<file path="src/rtl/h264_pkg.sv">
// Shared definitions for the H.264 macroblock scheduling path:
// counter widths, default frame geometry, scheduler states and the availability rule.
package h264_pkg;

  localparam int MBNUM_W  = 13;
  localparam int MBXY_W   = 7;
  localparam int MB_W_DEF = 120;
  localparam int MB_H_DEF = 68;

  typedef enum logic [1:0] {
    IDLE      = 2'd0,
    ISSUE     = 2'd1,
    WAIT_DONE = 2'd2,
    FRAME_END = 2'd3
  } sched_state_e;

  typedef struct packed {
    logic left;
    logic top;
    logic topleft;
    logic topright;
  } mb_avail_t;

  // Neighbour availability for intra prediction; x_max is the last column of the frame.
  function automatic mb_avail_t calc_avail(input logic [MBXY_W-1:0] x,
                                           input logic [MBXY_W-1:0] y,
                                           input logic [MBXY_W-1:0] x_max);
    mb_avail_t a;
    a.left     = (x != {MBXY_W{1'b0}});
    a.top      = (y != {MBXY_W{1'b0}});
    a.topleft  = a.left & a.top;
    a.topright = a.top & (x != x_max);
    return a;
  endfunction

endpackage

</file>
<file path="src/rtl/mb_counter2d.sv">
// Raster macroblock position counter: column, row and linear index with
// wrap at the frame edge, plus a flag marking the last macroblock of the frame.
module mb_counter2d
  import h264_pkg::*;
#(
  parameter int MB_W = MB_W_DEF,
  parameter int MB_H = MB_H_DEF
) (
  input  logic               clk,
  input  logic               reset,
  input  logic               enable,
  input  logic               i_clear,
  input  logic               i_advance,
  output logic [MBXY_W-1:0]  o_mb_x,
  output logic [MBXY_W-1:0]  o_mb_y,
  output logic [MBNUM_W-1:0] o_mbnumber,
  output logic [MBXY_W-1:0]  o_nxt_x,
  output logic [MBXY_W-1:0]  o_nxt_y,
  output logic               o_last
);

  localparam logic [MBXY_W-1:0]  X_MAX   = MBXY_W'(MB_W - 1);
  localparam logic [MBXY_W-1:0]  Y_MAX   = MBXY_W'(MB_H - 1);
  localparam logic [MBNUM_W-1:0] IDX_MAX = MBNUM_W'(MB_W * MB_H - 1);

  logic [MBXY_W-1:0]  r_x;
  logic [MBXY_W-1:0]  r_y;
  logic [MBNUM_W-1:0] r_idx;
  logic [MBXY_W-1:0]  w_nxt_x;
  logic [MBXY_W-1:0]  w_nxt_y;
  logic [MBNUM_W-1:0] w_nxt_idx;

  // Next position: clear has priority over advance; row wraps only as a safe fallback.
  always_comb begin
    w_nxt_x   = r_x;
    w_nxt_y   = r_y;
    w_nxt_idx = r_idx;
    if (i_clear) begin
      w_nxt_x   = {MBXY_W{1'b0}};
      w_nxt_y   = {MBXY_W{1'b0}};
      w_nxt_idx = {MBNUM_W{1'b0}};
    end else if (i_advance) begin
      w_nxt_idx = r_idx + MBNUM_W'(1);
      if (r_x == X_MAX) begin
        w_nxt_x = {MBXY_W{1'b0}};
        if (r_y == Y_MAX) begin
          w_nxt_y = {MBXY_W{1'b0}};
        end else begin
          w_nxt_y = r_y + MBXY_W'(1);
        end
      end else begin
        w_nxt_x = r_x + MBXY_W'(1);
        w_nxt_y = r_y;
      end
    end else begin
      w_nxt_x   = r_x;
      w_nxt_y   = r_y;
      w_nxt_idx = r_idx;
    end
  end

  // Position registers, frozen while enable is low.
  always_ff @(posedge clk or posedge reset) begin
    if (reset) begin
      r_x   <= {MBXY_W{1'b0}};
      r_y   <= {MBXY_W{1'b0}};
      r_idx <= {MBNUM_W{1'b0}};
    end else if (enable) begin
      r_x   <= w_nxt_x;
      r_y   <= w_nxt_y;
      r_idx <= w_nxt_idx;
    end
  end

  assign o_mb_x     = r_x;
  assign o_mb_y     = r_y;
  assign o_mbnumber = r_idx;
  assign o_nxt_x    = w_nxt_x;
  assign o_nxt_y    = w_nxt_y;
  assign o_last     = (r_idx == IDX_MAX);

endmodule

</file>
<file path="src/rtl/mb_scheduler.sv">
// Frame-level macroblock scheduler: issues raster-order descriptors to intra
// prediction one at a time, waiting for each mb_done before issuing the next.
module mb_scheduler
  import h264_pkg::*;
#(
  parameter int MB_W = MB_W_DEF,
  parameter int MB_H = MB_H_DEF
) (
  input  logic               clk,
  input  logic               reset,
  input  logic               enable,
  input  logic               start,
  output logic               mb_valid,
  input  logic               mb_ready,
  input  logic               mb_done,
  output logic [MBNUM_W-1:0] mbnumber,
  output logic [MBXY_W-1:0]  mb_x,
  output logic [MBXY_W-1:0]  mb_y,
  output logic               avail_left,
  output logic               avail_top,
  output logic               avail_topleft,
  output logic               avail_topright,
  output logic               busy,
  output logic               frame_done
);

  if ((MB_W * MB_H > 2 ** MBNUM_W) || (MB_W > 2 ** MBXY_W) || (MB_H > 2 ** MBXY_W)
      || (MB_W < 1) || (MB_H < 1)) begin : g_bad_geometry
    $error("mb_scheduler: frame geometry does not fit the macroblock counters");
  end

  localparam logic [MBXY_W-1:0] X_MAX = MBXY_W'(MB_W - 1);

  sched_state_e      r_state;
  sched_state_e      w_state_nxt;
  logic              r_mb_valid;
  logic              w_valid_nxt;
  logic              r_busy;
  logic              w_busy_nxt;
  logic              r_frame_done;
  logic              w_fd_nxt;
  logic              w_clear;
  logic              w_advance;
  logic              w_last;
  logic [MBXY_W-1:0] w_nxt_x;
  logic [MBXY_W-1:0] w_nxt_y;
  mb_avail_t         r_avail;

  mb_counter2d #(
    .MB_W(MB_W),
    .MB_H(MB_H)
  ) u_counter (
    .clk        (clk),
    .reset      (reset),
    .enable     (enable),
    .i_clear    (w_clear),
    .i_advance  (w_advance),
    .o_mb_x     (mb_x),
    .o_mb_y     (mb_y),
    .o_mbnumber (mbnumber),
    .o_nxt_x    (w_nxt_x),
    .o_nxt_y    (w_nxt_y),
    .o_last     (w_last)
  );

  // Next state and next registered outputs; mb_done advances straight into ISSUE for one-cycle reissue.
  always_comb begin
    w_state_nxt = r_state;
    w_valid_nxt = r_mb_valid;
    w_busy_nxt  = r_busy;
    w_fd_nxt    = 1'b0;
    w_clear     = 1'b0;
    w_advance   = 1'b0;
    case (r_state)
      IDLE: begin
        if (start) begin
          w_state_nxt = ISSUE;
          w_valid_nxt = 1'b1;
          w_busy_nxt  = 1'b1;
          w_clear     = 1'b1;
        end else begin
          w_valid_nxt = 1'b0;
          w_busy_nxt  = 1'b0;
        end
      end
      ISSUE: begin
        if (r_mb_valid && mb_ready) begin
          w_state_nxt = WAIT_DONE;
          w_valid_nxt = 1'b0;
        end else begin
          w_valid_nxt = 1'b1;
        end
      end
      WAIT_DONE: begin
        if (mb_done) begin
          if (w_last) begin
            w_state_nxt = FRAME_END;
            w_busy_nxt  = 1'b0;
            w_fd_nxt    = 1'b1;
          end else begin
            w_state_nxt = ISSUE;
            w_valid_nxt = 1'b1;
            w_advance   = 1'b1;
          end
        end else begin
          w_valid_nxt = 1'b0;
        end
      end
      FRAME_END: begin
        w_state_nxt = IDLE;
        w_valid_nxt = 1'b0;
        w_busy_nxt  = 1'b0;
      end
      default: begin
        w_state_nxt = IDLE;
        w_valid_nxt = 1'b0;
        w_busy_nxt  = 1'b0;
      end
    endcase
  end

  // State and handshake registers; everything holds while enable is low, so mb_done is dropped.
  always_ff @(posedge clk or posedge reset) begin
    if (reset) begin
      r_state      <= IDLE;
      r_mb_valid   <= 1'b0;
      r_busy       <= 1'b0;
      r_frame_done <= 1'b0;
    end else if (enable) begin
      r_state      <= w_state_nxt;
      r_mb_valid   <= w_valid_nxt;
      r_busy       <= w_busy_nxt;
      r_frame_done <= w_fd_nxt;
    end
  end

  // Availability is derived from the next position so it lands together with the descriptor.
  always_ff @(posedge clk or posedge reset) begin
    if (reset) begin
      r_avail <= '{1'b0, 1'b0, 1'b0, 1'b0};
    end else if (enable) begin
      r_avail <= calc_avail(w_nxt_x, w_nxt_y, X_MAX);
    end
  end

  assign mb_valid       = r_mb_valid;
  assign busy           = r_busy;
  assign frame_done     = r_frame_done;
  assign avail_left     = r_avail.left;
  assign avail_top      = r_avail.top;
  assign avail_topleft  = r_avail.topleft;
  assign avail_topright = r_avail.topright;

endmodule

</file>
<file path="config.mk">
export PLATFORM = sky130hd
export DESIGN_NAME = mb_scheduler
export DESIGN_NICKNAME = d
export VERILOG_FILES = /design/src/rtl/h264_pkg.sv /design/src/rtl/mb_counter2d.sv /design/src/rtl/mb_scheduler.sv
export SDC_FILE = /design/constraint.sdc
export NUM_CORES = 1
export LEC_CHECK = 0
export ABC_AREA = 1
export BUFFER_PORTS_ARGS = -buffer_cell sky130_fd_sc_hd__buf_2
export CAP_MARGIN = 20
export CORE_ASPECT_RATIO = 1.1
export CORE_MARGIN = 4
export CORE_UTILIZATION = 50
export DETAILED_ROUTE_END_ITERATION = 10
export GPL_TIMING_DRIVEN = 0
export PLACE_DENSITY_LB_ADDON = 0.12
export SYNTH_ARGS = -nofsm -noshare
export SYNTH_HDL_FRONTEND = slang
export SYNTH_SLANG_ARGS = --single-unit
export TNS_END_PERCENT = 100
</file>
<file path="constraint.sdc">
create_clock -name clk -period 1.7 [get_ports clk]
set_input_delay 0.34 -clock clk [delete_from_list [all_inputs] [get_ports clk]]
set_output_delay 0.34 -clock clk [all_outputs]
set_load 0.02 [all_outputs]
</file>
==> results.cfg <==
[setup_path]
critPathMaxFanout = 6
reg2reg_to = avail_top
crit_type = flip-flop to flip-flop
r2r-start = u_counter.o_mb_x[1]
worstSetupStartpointType = flip-flop
crit_arrival_ns = 1.94
critPathCaptureType = flip-flop
rr_worst_depth = 13
worstPathRequired_ns = 1.88
regToRegSetupSlack_ns = -0.06

[die]
initial_core_util = 0.515
die_y_um = 80.4
coreArea_sq_mm = 0.00462
num_rows = 26
dieArea_sq_mm = 0.00593
die_w_um = 73.8
io_pins = 40

[final_layout]
final_area_sq_mm = 0.00331
fillerInstances = 377
finalNetCount = 432
final_common_cell = nand2_1
instances_no_fill = 475
diodes = 0
fin_util = 0.716
areaGrowthSynthToFinish_pct = 39.0
drive_above_1_share = 0.389
final_cell_mix = 92 x nand2_1, 40 x buf_2, 37 x inv_1, 28 x dfrtp_1, 26 x buf_4

[clock_tree]
h-tree-depth = 2
cts_tree = done
postCtsHoldBufs = 0
root_buffer = clkbuf_8
path_clk_slew_ns = 0.08
cts.sinks = 36
clock_path_buffers = 2
clk_latency_ns = 0.29
numCtsBuffers = 5

[drt]
ant_nets = 0
dr.pass1.iters = 4
top_layer = met4
vias = 2477
post_drt_wl_per_cell_um = 13.6
drt-total-wl_mm = 6.48
met3_length_um = 310
wl_met2_mm = 3.23
first_iter_violations = 109
drt-met1-wl_mm = 2.82
drc = 0
via_per_inst = 5.21

[timing]
hold_viol_final = 0
final-setup-viol-count = 6
slew_violations = 0
max_slew.worst_pin.slew_ns = 0.858
period_share = 1.04
fmax_mhz = 568
worst_slack_ns = -0.0610
slew_headroom = 0.428
rsz0062_at_grt = yes
period_needed_ns = 1.76
worst_clock_skew_ns = 0.0108

[placed_design]
dpl_cell_area_sq_mm = 0.00273
gp_congestion = 0.823
dp_slack_ns = -0.430
io_buffers = 38
dp_hpwl_mm = 4.28
placed_cells = 438

[global_route]
grt_pass1_vias = 2419
antenna_found_initial = 0
grt_max_degree = 20
grt_usage = 0.225
grt_pass1_wl_mm = 10.6
overflow = 0

[synth]
syn_avg_cell_area_sq_um = 6.94
yosysWarnings = 0
yosysUniqueCellTypes = 29
netlist_instances = 343
ys_ff_latch = 36
synth_nets = 357
synth-seq-area-share = 0.379
syn_area_sq_mm = 0.00238

[run]
maxCapViolCount = 0

[power_and_ir_drop]
irDropWorstVdd_mv = 0.965
power_density_mw_per_mm2 = 1510
leakage_nw = 1.69

[run_status]
violations = setup timing
status = finished, violations left

[worst_hold_path]
hold_path_class = primary input to asynchronous set/reset pin
synthesized netlist by cell type, drive strengths merged:
| cell type | n | area share |
|---|---|---|
| nand2 | 114 | 0.19 |
| inv | 45 | 0.071 |
| dfrtp | 36 | 0.38 |
| nor2 | 36 | 0.067 |
| nand3 | 31 | 0.067 |
| o21ai | 28 | 0.062 |
| a21oi | 10 | 0.021 |
| ha | 8 | 0.042 |
| xor2 | 7 | 0.026 |
| buf | 5 | 0.018 |
| clkbuf | 4 | 0.0063 |
| nor3 | 4 | 0.011 |
| o22ai | 3 | 0.0079 |
| o31ai | 3 | 0.0095 |
| nand4 | 2 | 0.0053 |
| nor4 | 2 | 0.0053 |
| o21a | 2 | 0.0063 |
| nand3b | 1 | 0.0032 |
| o41ai | 1 | 0.0037 |
| xnor2 | 1 | 0.0037 |
metrics by stage:
step           hold slack (ns)  total power, mW  setup TNS, ns
4_1_cts                  0.231             4.72         -0.184
2_1_floorplan            0.496             2.98        -0.0286
3_3_place_gp             0.459             3.53          -5.20
6_report                 0.214             5.01         -0.329
3_5_place_dp             0.460             3.59          -5.78
5_1_grt                  0.265             5.40          -1.48
power breakdown:
part / total, mW / internal, mW / switching (mW)
clock: 0.764 / 0.436 / 0.329
sequential: 1.42 / 1.13 / 0.288
combinational: 2.82 / 1.12 / 1.71
registers in the layout, indices dropped and copies added (netlist names):
register              flops
mb_valid                  1
u_counter.o_mbnumber     13
u_counter.o_mb_x          7
frame_done                1
avail_left                1
u_counter.o_mb_y          7
r_state                   2
avail_top                 1
avail_topright            1
busy                      1
avail_topleft             1
logic make-up after synthesis:
| logic type | share of synthesized area |
|---|---|
| and+or+nand+nor | 0.344 |
| buffers and inverters | 0.0957 |
| AOI/OAI and AO/OA | 0.110 |
| DFF | 0.379 |
| xor gates and xnor gates | 0.0294 |
| adders and majority gates | 0.0421 |
layer usage:
layer  vias up  track usage
li1       1243            -
met3        17       0.0451
met4         0       0.0688
met5         -            0
met2        66        0.379
met1      1151        0.287
worst max path at each step:
stage | depth (start not counted) | end | slack, ns | startpoint
2_1_floorplan | 13 | avail_topright | -0.01 | u_counter.o_mbnumber[0]
3_3_place_gp | 8 | u_counter.o_mbnumber[2] | -0.39 | r_state[1]
3_5_place_dp | 8 | u_counter.o_mbnumber[2] | -0.43 | r_state[1]
4_1_cts | 13 | avail_topleft | -0.06 | u_counter.o_mbnumber[0]
5_1_grt | 13 | avail_left | -0.19 | u_counter.o_mbnumber[1]
6_report | 13 | avail_top | -0.06 | u_counter.o_mb_x[1]
worst max-delay path, cell delays in order (launching register included):
cell and delay, ns:
dfrtp_2 0.40, ha_4 0.16, inv_4 0.04, nor2_4 0.11, nand2_4 0.10, buf_6 0.16, o21ai_2 0.10, nand2_1 0.07
nand2_2 0.08, nand3_1 0.08, nor2_1 0.13, nand2_2 0.10, nand2_1 0.07, nand2_1 0.05
area by class of cell:
| class | count | area (sq um) | area share |
|---|---|---|---|
| multi-input cells | 253 | 1540 | 0.464 |
| clock inverters | 2 | 35.0 | 0.0106 |
| repair buffers | 68 | 440 | 0.133 |
| clock buffers | 6 | 72.6 | 0.0219 |
| well taps | 56 | 70.1 | 0.0212 |
| inverters | 45 | 174 | 0.0526 |
| flip-flops and latches | 36 | 911 | 0.275 |
| plain buffers | 9 | 68.8 | 0.0208 |
repair_timing:
action / CTS / global route
gates cloned: 2 / 1
resized for setup: 42 / 43
pin swaps: 18 / 17
buffers inserted: 20 / 6
endpoints found under the hold margin: 0 / 0
endpoints found under the setup margin: 27 / 18
Power figures use the tool's default switching activity.
